File: src/rtl/flash_sample_fetcher.sv
// flash_sample_fetcher
// Reads 32-bit words from the flash controller, one Avalon-MM read at a time,
// and buffers them in a small word FIFO. Each word is unpacked into signed
// 16-bit PCM samples according to the playback rate, attenuated, and presented
// one at a time on a valid/ready stream.
//
// Ports
//   clk, rst_n           clock, asynchronous active-low reset
//   enable               allow new flash reads (an outstanding read always completes)
//   rate_sel[1:0]        00/11 normal, 01 fast (hi only), 10 slow (each sample twice)
//   flash_read           Avalon read request
//   flash_address[22:0]  Avalon word address
//   flash_waitrequest    Avalon waitrequest
//   flash_readdata[31:0] Avalon read data
//   flash_readdatavalid  Avalon read data valid
//   smp_valid            sample available
//   smp_ready            downstream accepts the sample
//   smp_data[15:0]       attenuated signed sample
//   wrap_pulse           one-cycle pulse when the word address wraps to 0

module flash_sample_fetcher #(
    parameter int unsigned WORDS      = 1048576,
    parameter int unsigned FIFO_DEPTH = 4,
    parameter int unsigned SHIFT      = 6
) (
    input  logic        clk,
    input  logic        rst_n,
    input  logic        enable,
    input  logic [1:0]  rate_sel,
    output logic        flash_read,
    output logic [22:0] flash_address,
    input  logic        flash_waitrequest,
    input  logic [31:0] flash_readdata,
    input  logic        flash_readdatavalid,
    output logic        smp_valid,
    input  logic        smp_ready,
    output logic [15:0] smp_data,
    output logic        wrap_pulse
);

    localparam int unsigned ADDR_W = 23;
    localparam int unsigned WORD_W = 32;
    localparam int unsigned SMP_W  = 16;
    localparam int unsigned PTR_W  = (FIFO_DEPTH > 1) ? $clog2(FIFO_DEPTH) : 1;
    localparam int unsigned CNT_W  = PTR_W + 1;

    localparam logic [ADDR_W-1:0] LAST_ADDR = ADDR_W'(WORDS - 1);
    localparam logic [CNT_W-1:0]  FULL_CNT  = CNT_W'(FIFO_DEPTH);

    localparam logic [1:0] RATE_FAST = 2'b01;
    localparam logic [1:0] RATE_SLOW = 2'b10;

    typedef enum logic [1:0] {
        ST_IDLE      = 2'd0,
        ST_REQ       = 2'd1,
        ST_WAIT_DATA = 2'd2
    } state_t;

    // ------------------------------------------------------------------
    // Registers and wires
    // ------------------------------------------------------------------
    state_t              r_state;
    state_t              w_state_nxt;
    logic                w_push;

    logic                r_flash_read;
    logic [ADDR_W-1:0]   r_addr;
    logic                r_wrap;

    logic [WORD_W-1:0]   r_fifo_mem [FIFO_DEPTH];
    logic [PTR_W-1:0]    r_wr_ptr;
    logic [PTR_W-1:0]    r_rd_ptr;
    logic [CNT_W-1:0]    r_fifo_count;
    logic                w_fifo_empty;
    logic [WORD_W-1:0]   w_fifo_head;

    logic [WORD_W-1:0]   r_word;
    logic [1:0]          r_rate;
    logic [1:0]          r_phase;
    logic                r_smp_valid;
    logic [SMP_W-1:0]    r_smp_data;

    logic                w_accept;
    logic                w_last;
    logic                w_pop;
    logic [1:0]          w_phase_inc;

    // ------------------------------------------------------------------
    // Helpers for the unpacker
    // ------------------------------------------------------------------

    // Which half of the word a given phase plays at a given rate.
    function automatic logic [SMP_W-1:0] pick_sample(
        input logic [WORD_W-1:0] word,
        input logic [1:0]        rate,
        input logic [1:0]        phase
    );
        logic use_lo;
        case (rate)
            RATE_FAST: use_lo = 1'b0;
            RATE_SLOW: use_lo = phase[1];
            default:   use_lo = phase[0];
        endcase
        return use_lo ? word[SMP_W-1:0] : word[WORD_W-1:SMP_W];
    endfunction

    // True when the given phase is the final sample of the word.
    function automatic logic is_last(
        input logic [1:0] rate,
        input logic [1:0] phase
    );
        logic last;
        case (rate)
            RATE_FAST: last = 1'b1;
            RATE_SLOW: last = (phase == 2'd3);
            default:   last = (phase == 2'd1);
        endcase
        return last;
    endfunction

    // Arithmetic attenuation, sign preserved.
    function automatic logic [SMP_W-1:0] attenuate(input logic [SMP_W-1:0] s);
        return SMP_W'($signed(s) >>> SHIFT);
    endfunction

    // ------------------------------------------------------------------
    // Read FSM: state register
    // ------------------------------------------------------------------
    always_ff @(posedge clk or negedge rst_n) begin
        if (!rst_n) begin
            r_state      <= ST_IDLE;
            r_flash_read <= 1'b0;
        end else begin
            r_state      <= w_state_nxt;
            r_flash_read <= (w_state_nxt == ST_REQ);
        end
    end

    // Read FSM: next state. Room is only checked in IDLE; with a single
    // outstanding read this guarantees the push always has a free slot.
    always_comb begin
        w_state_nxt = r_state;
        w_push      = 1'b0;
        case (r_state)
            ST_IDLE: begin
                if (enable && (r_fifo_count < FULL_CNT)) begin
                    w_state_nxt = ST_REQ;
                end
            end
            ST_REQ: begin
                if (!flash_waitrequest) begin
                    w_state_nxt = ST_WAIT_DATA;
                end
            end
            ST_WAIT_DATA: begin
                if (flash_readdatavalid) begin
                    w_push      = 1'b1;
                    w_state_nxt = ST_IDLE;
                end
            end
            default: begin
                w_state_nxt = ST_IDLE;
            end
        endcase
    end

    // Word address and wrap pulse, advanced once per returned word.
    always_ff @(posedge clk or negedge rst_n) begin
        if (!rst_n) begin
            r_addr <= '0;
            r_wrap <= 1'b0;
        end else begin
            r_wrap <= 1'b0;
            if (w_push) begin
                if (r_addr == LAST_ADDR) begin
                    r_addr <= '0;
                    r_wrap <= 1'b1;
                end else begin
                    r_addr <= r_addr + ADDR_W'(1);
                end
            end
        end
    end

    // ------------------------------------------------------------------
    // Word FIFO
    // ------------------------------------------------------------------
    assign w_fifo_empty = (r_fifo_count == '0);
    assign w_fifo_head  = r_fifo_mem[r_rd_ptr];

    // Storage needs no reset; only entries below the count are ever read.
    always_ff @(posedge clk) begin
        if (w_push) begin
            r_fifo_mem[r_wr_ptr] <= flash_readdata;
        end
    end

    // Pointers wrap naturally because the depth is a power of two.
    always_ff @(posedge clk or negedge rst_n) begin
        if (!rst_n) begin
            r_wr_ptr     <= '0;
            r_rd_ptr     <= '0;
            r_fifo_count <= '0;
        end else begin
            if (w_push) begin
                r_wr_ptr <= r_wr_ptr + PTR_W'(1);
            end
            if (w_pop) begin
                r_rd_ptr <= r_rd_ptr + PTR_W'(1);
            end
            case ({w_push, w_pop})
                2'b10:   r_fifo_count <= r_fifo_count + CNT_W'(1);
                2'b01:   r_fifo_count <= r_fifo_count - CNT_W'(1);
                default: r_fifo_count <= r_fifo_count;
            endcase
        end
    end

    // ------------------------------------------------------------------
    // Unpacker
    // ------------------------------------------------------------------
    assign w_accept    = r_smp_valid && smp_ready;
    assign w_last      = is_last(r_rate, r_phase);
    assign w_phase_inc = r_phase + 2'd1;

    // Pop either into an idle unpacker or in the same cycle the last sample
    // is taken, so consecutive words stream without a bubble.
    assign w_pop = !w_fifo_empty && (!r_smp_valid || (w_accept && w_last));

    // The rate is captured with the word so a rate change never splits it.
    always_ff @(posedge clk or negedge rst_n) begin
        if (!rst_n) begin
            r_word      <= '0;
            r_rate      <= 2'b00;
            r_phase     <= 2'd0;
            r_smp_valid <= 1'b0;
            r_smp_data  <= '0;
        end else begin
            if (w_pop) begin
                r_word      <= w_fifo_head;
                r_rate      <= rate_sel;
                r_phase     <= 2'd0;
                r_smp_valid <= 1'b1;
                r_smp_data  <= attenuate(w_fifo_head[WORD_W-1:SMP_W]);
            end else if (w_accept) begin
                if (w_last) begin
                    r_smp_valid <= 1'b0;
                    r_phase     <= 2'd0;
                end else begin
                    r_phase    <= w_phase_inc;
                    r_smp_data <= attenuate(pick_sample(r_word, r_rate, w_phase_inc));
                end
            end
        end
    end

    // ------------------------------------------------------------------
    // Outputs
    // ------------------------------------------------------------------
    assign flash_read    = r_flash_read;
    assign flash_address = r_addr;
    assign wrap_pulse    = r_wrap;
    assign smp_valid     = r_smp_valid;
    assign smp_data      = r_smp_data;

endmodule

File: config.mk
export PLATFORM = sky130hd
export DESIGN_NAME = flash_sample_fetcher
export DESIGN_NICKNAME = d
export VERILOG_FILES = /design/src/rtl/flash_sample_fetcher.sv
export SDC_FILE = /design/constraint.sdc
export NUM_CORES = 1
export LEC_CHECK = 0
export ABC_AREA = 1
export BUFFER_PORTS_ARGS = -buffer_cell sky130_fd_sc_hd__clkbuf_2
export CAP_MARGIN = 20
export CELL_PAD_IN_SITES_DETAIL_PLACEMENT = 0
export CELL_PAD_IN_SITES_GLOBAL_PLACEMENT = 1
export CORE_MARGIN = 3
export CORE_UTILIZATION = 37
export CTS_BUF_LIST = sky130_fd_sc_hd__clkbuf_8 sky130_fd_sc_hd__clkbuf_16
export DETAILED_ROUTE_END_ITERATION = 7
export PLACE_DENSITY_LB_ADDON = 0.1
export SLEW_MARGIN = 20
export SYNTH_ARGS = -nofsm -noshare
export SYNTH_HDL_FRONTEND = slang
export SYNTH_SLANG_ARGS = --single-unit
File: constraint.sdc
create_clock -name clk -period 2.71 [get_ports clk]
set_input_delay 0.271 -clock clk [delete_from_list [all_inputs] [get_ports clk]]
set_output_delay 0.271 -clock clk [all_outputs]
set_load 0.02 [all_outputs]
==> impl_results.md <==
* Hold depth at 3
* Area share of the largest cell type after synthesis at 35.26%
* CP Data Arrival Time at 2500 ps
* Synth-to-layout area growth at 18.29%
* Reg2Reg Depth at 8
* Layout cells sized above 1 at 16.44%
* Hold Fails Final Rpt at 0
* Antenna diodes at 0
* Port-buffer cells at 69
* Gpl congestion at 0.7815
* Placeable Area at 0.01766 mm²
* Syn Std Cell Area at roughly 0.0068 mm²
* Clock Latency Late Sink at 420 ps
* Largest net degree at the start of global routing at 43
* Ys async rst share at ~46%
* Critical path class: reg -> reg
* Top cells by area, synth: edfxtp_1, dfrtp_1, nand2_1
* Die Span Y at 141.7 µm
* Sink Count at 149
* Top Ports at 82
* Postcts setup bufs at 0
* Htree depth at 4
* Commonest non-fill, non-tap cell in the layout: nand2_1
* GRT overflow at 0
* Setup violators final at 0
* DIE AREA at 0.02008 mm²
* Hold WC Path Type: in -> reg
* Primary FF master, synth: edfxtp_1
* Clock Pin Slew Worst Setup and Hold Paths at 60 ps
* Vias in the first global route at 4903
* Status: completed
* Total GRT Usage at 15.95%
* Maxcap violations at 0
* Post-Layout Cell Count at 1040
* Max Buffers Root-to-Sink at 2
* Number of synthesized flops with an enable pin at 80
* Slew @ Worst Pin at 765.1 ps
* Synth warnings at 0
* Worst EP required at roughly 3000 ps
* Slew headroom at 49.00%
* RSZ-0062 raised after global routing: false
* PwrDens at 1049 mW/mm²
* Unique masters post-synth at 34
* First-pass GRT wire length at ~25000 µm
* First-pass DRT Iterations at 4
* Seq/Total Area, Yosys at around three fifths
* Place WS at 488.2 ps
* Post-route ant nets at 0
* Via count at 4872
* Fin crit period at 2195 ps
* Pleak at 3.779 nW
* Final nets at 851
* #FFs+latches synth at ~150
* Syn avg cell area at roughly 9.4 µm²
* Syn Nets at 775
* # DRC at 0
* Synth area leader: edfxtp_1
* Multi-input gate area at roughly 0.0022 mm²
* Die width at between 100 and 150 µm
* Inst Count DP at 1007
* Vias per cell at 4.685
* Cts bufs inserted at 17
* Root buffer cell: clkbuf_16
* Iter 0 DRT Violations at 299
* Rows at 48
* Max Slew Vio Count at 0
* Final wirelength at 15240 µm
* Fillers at ~1.7k
* Wirelength per Cell at 14.66 µm
* Dpl hpwl at 10240 µm
* Achievable Freq at 455.6 MHz
* Critical Path End Type: flop
* Initial Util at 38.59%
* Total Power at 0.008454 W
* Core Util, Final at 45.65%
* Crit start category: flop
* Initial antenna violation count at 0
* Worst setup margin at 515.0 ps
* CP max FO at 12
* CTS tree: done
* Max rail drop VDD at 0.6916 mV
* Gate Count Post-Synth at just over 700
* Most frequent cells in the layout: nand2_1, inv_1, edfxtp_1
* Setup Skew at 12.05 ps
* Final Cycle Share at 80.99%
* Storage cell area at around 0.0041 mm²
* Setup tns final at 0 ps
area by class of cell:
type	count	area share (%)
flip-flops and latches	149	51.23
multi-input cells	465	27.57
repair buffers	87	5.992
clock buffers	17	5.278
inverters	82	3.834
well taps	225	3.493
clock inverters	15	2.608
timing repair:
action / 4_1_cts / 5_1_grt
endpoints found under the hold margin: 19 / 0
resized for setup: 0 / 0
endpoints found under the setup margin: 0 / 0
hold buffers: 1 / 0
layer usage:
layer / vias to the layer above / share of wire (%) / GRT usage [%]
met3: 13 / 4.3 / 3.876
met2: 94 / 47 / 25.41
li1: 2487 / - / -
met4: 0 / 1.5 / 5.455
met1: 2278 / 47 / 21.40
met5: - / 0 / 0
cells in the mapped netlist (5+ instances only):
| master | n |
|---|---|
| nand2_1 | 245 |
| buf_4 | 7 |
| buf_2 | 12 |
| nand4_1 | 17 |
| inv_1 | 80 |
| ha_1 | 8 |
| o22ai_1 | 11 |
| edfxtp_1 | 80 |
| clkbuf_1 | 10 |
| nor3_1 | 5 |
| xnor2_1 | 7 |
| dfrtp_1 | 69 |
| xor2_1 | 10 |
| o21ai_0 | 28 |
| nand3_1 | 53 |
| nor2_1 | 52 |
critical path, cell delays in order, from the launching register on:
cell     delay [ps]
dfrtp_1         410
nor2_1           60
nand2_1         120
buf_4           210
o21ai_1         120
a21oi_1         620
inv_1           340
nand2_1         150
nand2_1          60
report_power, final:
group / internal, W / leakage [nW] / switching [W]
logic: 0.000911 / 1.87 / 0.00192
clock network: 0.00162 / 0.305 / 0.000917
registers: 0.00282 / 1.61 / 0.000265
total: 0.00536 / 3.78 / 0.00310
stage by stage:
stage | hold WS [ps] | area (µm²)
6_report | 66.95 | 8060
5_1_grt | 52.80 | 8060
3_3_place_gp | 246.6 | 7415
4_1_cts | 45.96 | 8060
3_5_place_dp | 261.9 | 7415
2_1_floorplan | -24.59 | 6814
sequential cells by signal, indices dropped and copies added (netlist names):
name	cells
r_phase	2
flash_read	1
flash_address	23
r_rd_ptr	2
wrap_pulse	1
r_fifo_count	3
r_rate	2
r_wr_ptr	2
smp_data	10
r_state	2
r_fifo_mem	80
smp_valid	1
r_word	20
worst paths after layout:
| kind | slack (ps) | from | end |
|---|---|---|---|
| min reg2reg | 470 | r_word[29] | r_word[29] |
| max reg2reg | 520 | r_fifo_count[0] | smp_data[0] |
| min | 70 | rate_sel[0] | r_rate[0] |
| max | 520 | r_fifo_count[0] | smp_data[0] |
| max in group asynchronous | 1610 | rst_n | r_word[6] |
| min in group asynchronous | 340 | rst_n | smp_data[7] |
kinds of logic (layout without fill, tap and decap cells):
kind of cell             count (synthesis)  after routing  share of synthesized area, %
AND/OR/NAND/NOR                        391            391                         24.81
adder cells (fa/ha/maj)                  9              9                         1.763
buffers and inverters                  112            201                         6.794
multiplexers                             1              1                        0.1652
flip-flops                             149            149                         60.59
AO/OA/AOI/OAI                           47             47                         3.691
XOR/XNOR                                17             17                         2.185
Power figures use the tool's default switching activity.
